### config.mk
export PLATFORM = sky130hd
export DESIGN_NAME = arbitro_rr
export DESIGN_NICKNAME = d
export VERILOG_FILES = /design/src/rtl/fc_pkg.sv /design/src/rtl/arbitro_rr_picker.sv /design/src/rtl/arbitro_rr.sv
export SDC_FILE = /design/constraint.sdc
export NUM_CORES = 1
export LEC_CHECK = 0
export CORE_ASPECT_RATIO = 0.8
export CORE_MARGIN = 10
export CORE_UTILIZATION = 43
export DETAILED_ROUTE_END_ITERATION = 10
export MAX_ROUTING_LAYER = met4
export PLACE_DENSITY = 0.8
export SLEW_MARGIN = 40
export SYNTH_ARGS = -nofsm -noshare
export SYNTH_HDL_FRONTEND = slang
export SYNTH_HIERARCHICAL = 1
export SYNTH_SLANG_ARGS = --single-unit
### constraint.sdc
create_clock -name clk -period 3.19 [get_ports clk]
set_clock_uncertainty 0.05 [all_clocks]
set_input_delay 0.319 -clock clk [delete_from_list [all_inputs] [get_ports clk]]
set_output_delay 0.319 -clock clk [all_outputs]
set_load 0.03 [all_outputs]
### src/rtl/fc_pkg.sv
// Shared definitions for the flow-control FSM and the round-robin arbiter.
// Both blocks take the channel count, the default word width and the
// arbiter state encoding from here so the two stay in step.
package fc_pkg;

  // Number of virtual-channel input FIFOs feeding the arbiter.
  localparam int NUM_VC = 4;

  // Width of the index that names one virtual channel.
  localparam int VC_IDX_W = 2;

  // Default word width of every FIFO in the datapath.
  localparam int DEFAULT_DATA_WIDTH = 6;

  // Arbiter states. Encoding 2'b11 is illegal and recovers to IDLE.
  typedef enum logic [1:0] {
    IDLE = 2'b00,
    RUN  = 2'b01,
    HALT = 2'b10
  } arb_state_e;

  // Index of the set bit of a one-hot (or zero) vector; zero maps to 0.
  function automatic logic [VC_IDX_W-1:0] onehot_to_idx(
    input logic [NUM_VC-1:0] oh
  );
    logic [VC_IDX_W-1:0] idx;
    idx = '0;
    for (int i = 0; i < NUM_VC; i++) begin
      if (oh[i]) idx = idx | VC_IDX_W'(i);
    end
    return idx;
  endfunction

endpackage : fc_pkg

### src/rtl/arbitro_rr_picker.sv
// Round-robin picker: chooses the first eligible channel at or above the
// pointer, wrapping 3 -> 0. Purely combinational.
module rr_picker
  import fc_pkg::*;
(
  input  logic [NUM_VC-1:0]   elig_i,
  input  logic [VC_IDX_W-1:0] ptr_i,
  output logic [NUM_VC-1:0]   gnt_o,
  output logic                any_o
);

  logic [VC_IDX_W-1:0] idx;
  logic                found;

  // Walk the channels starting at the pointer and grant the first eligible one.
  always_comb begin
    // NOTE: every variable gets a default before any conditional write, so no latch is inferred.
    gnt_o = '0;
    found = 1'b0;
    idx   = ptr_i;
    for (int k = 0; k < NUM_VC; k++) begin
      // 2-bit addition provides the 3 -> 0 wrap for free.
      idx = ptr_i + VC_IDX_W'(k);
      if (!found && elig_i[idx]) begin
        gnt_o[idx] = 1'b1;
        found      = 1'b1;
      end
    end
  end

  assign any_o = |elig_i;

endmodule : rr_picker

### src/rtl/arbitro_rr.sv
// Round-robin arbiter between four virtual-channel input FIFOs and one
// output FIFO. Pops at most one word per cycle from an eligible input FIFO
// and writes it to the output FIFO two cycles later (pop -> read data ->
// registered push). In-flight words always drain; new pops are blocked by
// almost-full backpressure, by error_full, and permanently once HALT is
// entered.
module arbitro_rr
  import fc_pkg::*;
#(
  parameter int DATA_WIDTH = DEFAULT_DATA_WIDTH
) (
  input  logic                         clk,
  input  logic                         reset,
  input  logic [NUM_VC-1:0]            pausa,
  input  logic                         error_full,
  input  logic [NUM_VC-1:0]            empty,
  input  logic [NUM_VC*DATA_WIDTH-1:0] data_in,
  input  logic                         out_full,
  input  logic                         out_almost_full,
  output logic [NUM_VC-1:0]            pop,
  output logic                         push,
  output logic [DATA_WIDTH-1:0]        data_out,
  output logic [VC_IDX_W-1:0]          grant,
  output logic                         arb_idle,
  output logic                         drop_err
);

  // ---------------------------------------------------------------------
  // State
  // ---------------------------------------------------------------------
  arb_state_e             state_q, state_d;
  logic [VC_IDX_W-1:0]    ptr_q, ptr_d;

  // Pipeline stage: "a pop was issued last cycle" and which FIFO it hit.
  logic                   v_q;
  logic [VC_IDX_W-1:0]    sel_q;

  // Registered outputs towards the output FIFO.
  logic                   push_q;
  logic [DATA_WIDTH-1:0]  data_out_q, data_out_d;
  logic [VC_IDX_W-1:0]    grant_q;
  logic                   arb_idle_q;
  logic                   drop_err_q;

  // ---------------------------------------------------------------------
  // Eligibility and winner selection
  // ---------------------------------------------------------------------
  logic [NUM_VC-1:0]      elig;
  logic [NUM_VC-1:0]      pick_gnt;
  logic                   pick_any;
  logic [VC_IDX_W-1:0]    pick_idx;
  logic                   pop_ok;
  logic [DATA_WIDTH-1:0]  words [NUM_VC];

  assign elig = ~empty & ~pausa;

  rr_picker u_picker (
    .elig_i (elig),
    .ptr_i  (ptr_q),
    .gnt_o  (pick_gnt),
    .any_o  (pick_any)
  );

  assign pick_idx = onehot_to_idx(pick_gnt);

  // A pop needs an eligible FIFO, no halt, no backpressure and no overflow alarm.
  // error_full blocks the pop in the same cycle it is raised.
  assign pop_ok = pick_any && (state_q != HALT) && !out_almost_full && !error_full;

  assign pop = pop_ok ? pick_gnt : '0;

  // Pointer moves just past the popped FIFO; it holds on cycles without a pop.
  assign ptr_d = pop_ok ? pick_idx + VC_IDX_W'(1) : ptr_q;

  // Split the packed read-data bus into one word per FIFO.
  for (genvar g = 0; g < NUM_VC; g++) begin : g_words
    assign words[g] = data_in[g*DATA_WIDTH +: DATA_WIDTH];
  end

  // Capture the popped word when it becomes valid, otherwise hold the last one.
  assign data_out_d = v_q ? words[sel_q] : data_out_q;

  // ---------------------------------------------------------------------
  // FSM next-state logic
  // ---------------------------------------------------------------------
  // Next state: leave IDLE on the first allowed pop, return once fully drained,
  // and latch HALT whenever error_full is seen.
  always_comb begin
    state_d = state_q;
    case (state_q)
      IDLE:    if (pop_ok) state_d = RUN;
      RUN:     if (!pop_ok && !v_q && !push_q) state_d = IDLE;
      HALT:    state_d = HALT;
      default: state_d = IDLE;
    endcase
    if (error_full) state_d = HALT;
  end

  // ---------------------------------------------------------------------
  // Registers
  // ---------------------------------------------------------------------
  // State register, round-robin pointer and idle flag decoded from next state.
  always_ff @(posedge clk or posedge reset) begin
    // NOTE: sequential state is updated with non-blocking assignments so every register samples pre-edge values.
    if (reset) begin
      state_q    <= IDLE;
      ptr_q      <= '0;
      arb_idle_q <= 1'b1;
    end else begin
      state_q    <= state_d;
      ptr_q      <= ptr_d;
      arb_idle_q <= (state_d == IDLE);
    end
  end

  // Pipeline stage between the pop and the cycle its read data is valid.
  always_ff @(posedge clk or posedge reset) begin
    if (reset) begin
      v_q   <= 1'b0;
      sel_q <= '0;
    end else begin
      v_q <= pop_ok;
      if (pop_ok) sel_q <= pick_idx;
    end
  end

  // Output-FIFO write port: push, data and grant follow the pipeline stage.
  always_ff @(posedge clk or posedge reset) begin
    if (reset) begin
      push_q     <= 1'b0;
      data_out_q <= '0;
      grant_q    <= '0;
    end else begin
      push_q     <= v_q;
      data_out_q <= data_out_d;
      if (v_q) grant_q <= sel_q;
    end
  end

  // Sticky overflow flag: a push into a full output FIFO loses the word.
  always_ff @(posedge clk or posedge reset) begin
    if (reset) begin
      drop_err_q <= 1'b0;
    end else if (push_q && out_full) begin
      drop_err_q <= 1'b1;
    end
  end

  assign push     = push_q;
  assign data_out = data_out_q;
  assign grant    = grant_q;
  assign arb_idle = arb_idle_q;
  assign drop_err = drop_err_q;

endmodule : arbitro_rr

# --- After elaboration in Yosys (flattened, before gate mapping) ---
# Cells that the tools add are included.
classes:
  addsub: 4
  n_lt_le_gt_ge: 9
  eq_ne: 3
  mux: 34
  bitwise_logic: 7
  reduce_logical: 24
op_table:
  columns: ["operator", "n"]
  rows:
  - ["two-way mux 4 bit", 5]
  - ["logical AND 1 bit", 13]
  - ["binary-select mux 6 bit (select 2 bit)", 1]
  - ["less-than comparator 2 x 3 -> 1 bit (second input constant)", 4]
  - ["two-way mux 1 bit", 12]
  - ["two-way mux 6 bit", 2]
  - ["bitwise OR 4 bit", 3]
  - ["two-way mux 2 bit", 5]
  - ["binary-select mux 1 bit (select 2 bit)", 4]
  - ["demux 1 bit (select 2 bit)", 4]
  - [">= comparator 2 x 1 -> 1 bit (second input constant)", 4]
  - ["logical NOT 1 bit", 8]
  - ["inverter 4 bit", 2]
  - ["one-hot mux 2 bit (3 select lines)", 1]
  - ["adder 2 x 1 -> 2 bit (second input constant)", 2]
  - ["adder 2 bit (second input constant)", 2]
  - ["AND 4 bit", 1]
  - ["logical NOT 2 bit", 2]
  - ["OR reduction 4 bit", 1]
  - [">= comparator 3 bit (second input constant)", 1]
  - ["inverter 2 -> 3 bit", 1]
  - ["== test 2 x 1 -> 1 bit (second input constant)", 1]
  - ["== test 2 bit (second input constant)", 1]
  - ["!= test 2 bit (second input constant)", 1]
word_totals:
  register_bits: 18
  inputBits: 37
  output_inout_bits: 15
  wordCells: 90

# --- Longest topological paths before layout ---
depth:
  ltp_word: 18
  depth_mapped: 9
  ltp_nobuf: 9

# --- Cells and area by module ---
# Netlist, hierarchy kept.
by_module_without_submodules:
  columns: ["module", "n_inst", "cells_each", "area_per_inst_um2", "seq_area_each_um2"]
  rows:
  - ["arbitro_rr", 1, 83, 918.4, 451.7]
  - ["rr_picker", 1, 37, 345.3, 0.0]

# --- Worst setup path before layout ---
# OpenSTA, ideal clock, no wires.
synth_path:
  kind: "reg-to-output"
  start: "reg ptr_q[0]"
  end: "out pop[1]"
  arrival_ps: 2121
  required_time_ps: 2821
  path_slack_ps: 700
  stages_incl_launch_ff: 8
  path_buffers: 0
  path_cell_list: "dfrtp_1 -> inv_1 -> ha_1 -> mux4_2 -> nor4b_4 -> nand2_1 -> o211ai_1 -> and2_2"
synth_via:
  elab_chain_len: 13
  elab_cells_between_ends: 48
  classes_between: "add/sub: 3; order compare: 8; mux: 24; bitwise: 3; reduce/logical: 10"
synth_lines:
  columns: ["item", "line_no", "text"]
  rows:
  - ["start: declaration", "arbitro_rr.sv:32", "logic [VC_IDX_W-1:0] ptr_q, ptr_d;"]
  - ["start signal: assignment", "arbitro_rr.sv:111", "ptr_q <= ptr_d;"]
  - ["parallel branches: the longest is 11 deep, another holds less-than comparator 2 x 3 -> 1 bit", null, null]
  - ["two-way mux 4 bit (*)", "arbitro_rr_picker.sv:24", "if (!found && elig_i[idx]) begin"]
  - ["via pick_gnt[1]", "arbitro_rr.sv:49", "logic [NUM_VC-1:0] pick_gnt;"]
  - ["two-way mux 4 bit (*)", "arbitro_rr.sv:70", "assign pop = pop_ok ? pick_gnt : '0;"]
  - ["end: declaration", "arbitro_rr.sv:20", "output logic [NUM_VC-1:0] pop,"]
# Mark *: on every way through the listed nets, which the timed path passes. The select of a mux whose other input is x is not followed.

# --- Worst setup path in the final report ---
layout_path:
  start: "reg ptr_q[1]"
  end: "out pop[3]"
# The elaborated chain is that of the path after synthesis.

==> impl_results.rst <==
.. list-table::
   :header-rows: 1

   * - Metric
     - Value
   * - Setup violation total in the final timing report
     - 0
   * - Post-synthesis area per instance
     - 10.53 um2
   * - Number of vias after detailed routing
     - approximately 1100
   * - Start of the worst register-to-register path
     - ptr_q[1]
   * - Final Hold Viols
     - 0
   * - Non-Filler Cell Area, Final
     - roughly 1800 um2
   * - Critical-path cell with the highest stage delay
     - sky130_fd_sc_hd__dfrtp_1
   * - Post-layout nets
     - roughly 220
   * - Inserted Diodes
     - 0
   * - Cell types occupying the most area after synthesis
     - sky130_fd_sc_hd__dfrtp_1, sky130_fd_sc_hd__mux2i_1, sky130_fd_sc_hd__mux2_2
   * - Power density over cell area
     - just under 500 nW/um2
   * - Post-CTS setup buffer count
     - 0
   * - Largest net degree at the start of global routing
     - 19
   * - First drt pass iteration count
     - 4
   * - Cell area after placement
     - roughly 1800 um2
   * - Distinct cell type count after synthesis
     - 27
   * - Overflow after GRT
     - 0
   * - Total track usage
     - a little over an eighth
   * - Worst stage delay on the critical path
     - about 0.5 ns
   * - Number of filler cells placed in the layout
     - 222
   * - Violation count after the first detailed-routing iteration
     - 92
   * - Synthesized flop and latch total
     - 18
   * - Summed negative setup slack over all endpoints
     - 0 ns
   * - DRC Markers
     - 0
   * - Crit Reg-Reg Endpoint
     - ptr_q[1]
   * - Tmin final
     - 3.015 ns
   * - R2R setup slack
     - approximately 0.58 ns
   * - Max-cap viol count
     - 0
   * - Clock tree from TritonCTS
     - done
   * - Yosys warnings
     - 6
   * - Highest clock rate
     - 331.6 MHz
   * - Placed wire-length estimate after detailed placement
     - 2.881 mm
   * - Slew Viols, Final
     - 0
   * - Antenna-violating nets left
     - 0
   * - First-pass GRT wire length
     - 5.526 mm
   * - Clock Pin Slew Worst Setup and Hold Paths
     - approximately 0.070 ns
   * - Tot Pwr
     - roughly 0.9 mW
   * - Insertion delay of the later-clocked pin in the worst-skew pair
     - 0.26 ns
   * - Combined flip-flop and latch cell area
     - about 450 um2
   * - Leakage
     - 0.8108 nW
   * - Via-to-Cell Ratio
     - 5.190
   * - Number of cell rows
     - 17
   * - Crit path capture type
     - primary output
   * - Max_slew headroom
     - between 50% and 60%
   * - Area Overhead vs Synth
     - 45.94%
   * - Library cell occupying the most area in the post-synthesis netlist
     - sky130_fd_sc_hd__dfrtp_1
   * - Critical path start-end classification
     - register to primary output
   * - Final cell count without fillers
     - 210
   * - Clock Path Buffers
     - 2
   * - Fraction of the yosys area taken by sequential cells
     - 35.74%
   * - Signal arrival time at the worst endpoint
     - about 2.7 ns
   * - Transition time of the tightest slew-check pin
     - about 0.68 ns
   * - Syn nets
     - between 150 and 200
   * - Fraction of layout cells with a size suffix above 1
     - a little under a fifth
   * - Synth Cell Area
     - between 1000 and 1500 um2
   * - Final weighted congestion of routability-driven global placement
     - 0.8081
   * - Maximum resistive drop on vdd
     - around 0.35 mV
   * - Placed cell count
     - slightly above 200
   * - RSZ-0062 raised after global routing
     - no
   * - Number of H-tree levels
     - 1
   * - Root buffer cell
     - sky130_fd_sc_hd__clkbuf_8
   * - Via count of the first global-routing pass
     - about 1100
   * - Area of the die
     - between 5000 and 6000 um2
   * - Std-Cell Core Area
     - between 2000 and 3000 um2
   * - Width of the chip
     - ~81 um
   * - Final period util
     - between 90% and 100%
   * - Run status
     - completed
   * - Largest driver fanout on the critical path
     - 8
   * - Cell depth of the worst flop-to-flop path
     - 9
   * - Ordered cell list for the critical path
     - inv_1 -> ha_1 -> mux4_2 -> nor4b_4 -> nand2_1 -> o211ai_1 -> and2_2 -> buf_4
   * - Top-level port count
     - 52
   * - Effective utilization at floorplan
     - a little under half
   * - Number of buffers inserted by port buffering
     - between 50 and 60
   * - Number of antenna violations at the first check in global routing
     - 0
   * - Clock sinks
     - 18
   * - Worst setup SP type
     - register
   * - Path class of the lowest-slack min-delay path
     - input pin to async pin
   * - Die height
     - between 60 and 70 um
   * - CP required
     - 2.82 ns
   * - Routed Wire Length
     - approximately 3.5 mm
   * - Post-DR wirelength/cell
     - 16.65 um
   * - Post-synth top area share
     - between 30 and 40%
   * - Cts bufs inserted
     - 3
   * - Multi-input combinational cell area
     - around 730 um2
   * - Synthesized netlist cell count
     - 120
-- how the worst max path moves through the flow --
stage          startpoint     end  slack (ns)  depth (start not counted)
3_3_place_gp     empty[3]  pop[2]        0.43                          8
3_5_place_dp     empty[0]  pop[3]        0.30                          8
2_1_floorplan    ptr_q[0]  pop[1]        0.70                          7
5_1_grt          ptr_q[0]  pop[3]        0.07                          8
4_1_cts          ptr_q[0]  pop[3]        0.08                          8
6_report         ptr_q[1]  pop[3]        0.17                          8
-- cell usage after synthesis --
library cell	instances
sky130_fd_sc_hd__nor4b_4	1
sky130_fd_sc_hd__dfstp_2	1
sky130_fd_sc_hd__buf_6	1
sky130_fd_sc_hd__mux4_1	2
sky130_fd_sc_hd__xnor2_1	1
sky130_fd_sc_hd__o211ai_1	4
sky130_fd_sc_hd__mux2i_1	8
sky130_fd_sc_hd__buf_2	1
sky130_fd_sc_hd__inv_1	15
sky130_fd_sc_hd__buf_4	1
sky130_fd_sc_hd__mux2_2	7
sky130_fd_sc_hd__a21o_1	2
sky130_fd_sc_hd__mux2_4	2
sky130_fd_sc_hd__nor2_1	9
sky130_fd_sc_hd__ha_1	6
sky130_fd_sc_hd__nor2b_1	4
sky130_fd_sc_hd__nand2b_4	1
sky130_fd_sc_hd__nand2_1	10
sky130_fd_sc_hd__or4_1	1
sky130_fd_sc_hd__a21o_2	4
sky130_fd_sc_hd__o21ai_0	4
sky130_fd_sc_hd__a211oi_4	1
sky130_fd_sc_hd__dfrtp_1	17
sky130_fd_sc_hd__and2_2	4
sky130_fd_sc_hd__o221ai_1	4
sky130_fd_sc_hd__a21oi_1	7
sky130_fd_sc_hd__mux4_2	2
-- sequential cells by signal, summed over array words and instances (netlist names) --
register  cells
data_out      6
push          1
ptr_q         2
v_q           1
state_q       2
grant         2
drop_err      1
arb_idle      1
sel_q         2
-- layout by cell type, fill, tap and decap left out, types with 6 or more instances in the layout --
master                            synthesis  routed
sky130_fd_sc_hd__a21oi_1                  7       7
sky130_fd_sc_hd__mux2_2                   7       7
sky130_fd_sc_hd__mux2i_1                  8       8
sky130_fd_sc_hd__nor2_1                   9       9
sky130_fd_sc_hd__clkdlybuf4s50_1          0      47
sky130_fd_sc_hd__nand2_1                 10      10
sky130_fd_sc_hd__ha_1                     6       6
sky130_fd_sc_hd__inv_1                   15      15
sky130_fd_sc_hd__dfrtp_1                 17      16
-- worst max-delay path: cells and delay by family (launching register included) --
family | cells | cell delay, ns
adders and majority gates | 1 | 0.32
and+or+nand+nor | 3 | 0.72
AOI/OAI and AO/OA | 1 | 0.19
muxes | 1 | 0.39
DFF | 1 | 0.50
buffers and inverters | 2 | 0.26
-- layout make-up --
| type | count | share of cell area, % |
|---|---|---|
| Clock buffer | 4 | 2.985 |
| Inverter | 15 | 3.053 |
| Timing Repair Buffer | 51 | 27.14 |
| Multi-Input combinational cell | 84 | 39.69 |
| Sequential cell | 18 | 24.56 |
| Tap cell | 38 | 2.578 |
-- cells by family (layout without fill, tap and decap cells) --
logic type | after synthesis | count (layout) | synth area share (%)
buffers and inverters | 18 | 70 | 6.336
adder cells (fa/ha/maj) | 6 | 6 | 5.940
multiplexers | 21 | 21 | 22.67
flip-flops | 18 | 18 | 35.74
XOR/XNOR | 1 | 1 | 0.6932
AO/OA/AOI/OAI | 26 | 26 | 15.05
AND/OR/NAND/NOR | 30 | 30 | 13.56
-- per-stage QoR --
stage          util (%)  setup slack (ns)  hold slack (ns)
6_report          66.19            0.1745           0.4094
3_5_place_dp      64.17            0.2989           0.3981
4_1_cts           66.14           0.08053           0.4162
5_1_grt           66.19           0.06576           0.4465
3_3_place_gp      64.17            0.4307           0.3897
2_1_floorplan         -            0.7002           0.2068
-- layer usage --
layer | part of all wire (%) | up-vias | track usage [%]
li1 | - | 526 | -
met2 | 54 | 33 | 23.51
met3 | 4.6 | 11 | 3.359
met4 | 3.5 | 0 | 6.360
met1 | 38 | 520 | 13.55
met5 | 0 | - | -
-- report_power, final --
part	internal, mW	total [mW]	switching (mW)
Combinational	0.206	0.400	0.194
Clock	0.110	0.190	0.0797
Sequential	0.262	0.306	0.0442
Total	0.577	0.896	0.318
-- repair_timing --
action | 4_1_cts | 5_1_grt
gates resized for setup | 0 | 1
endpoints found under the hold margin | 0 | 0
setup endpoints to repair | 0 | 3
hold buffers | 0 | 0
Note: power is estimated with default switching activity, not from simulation.
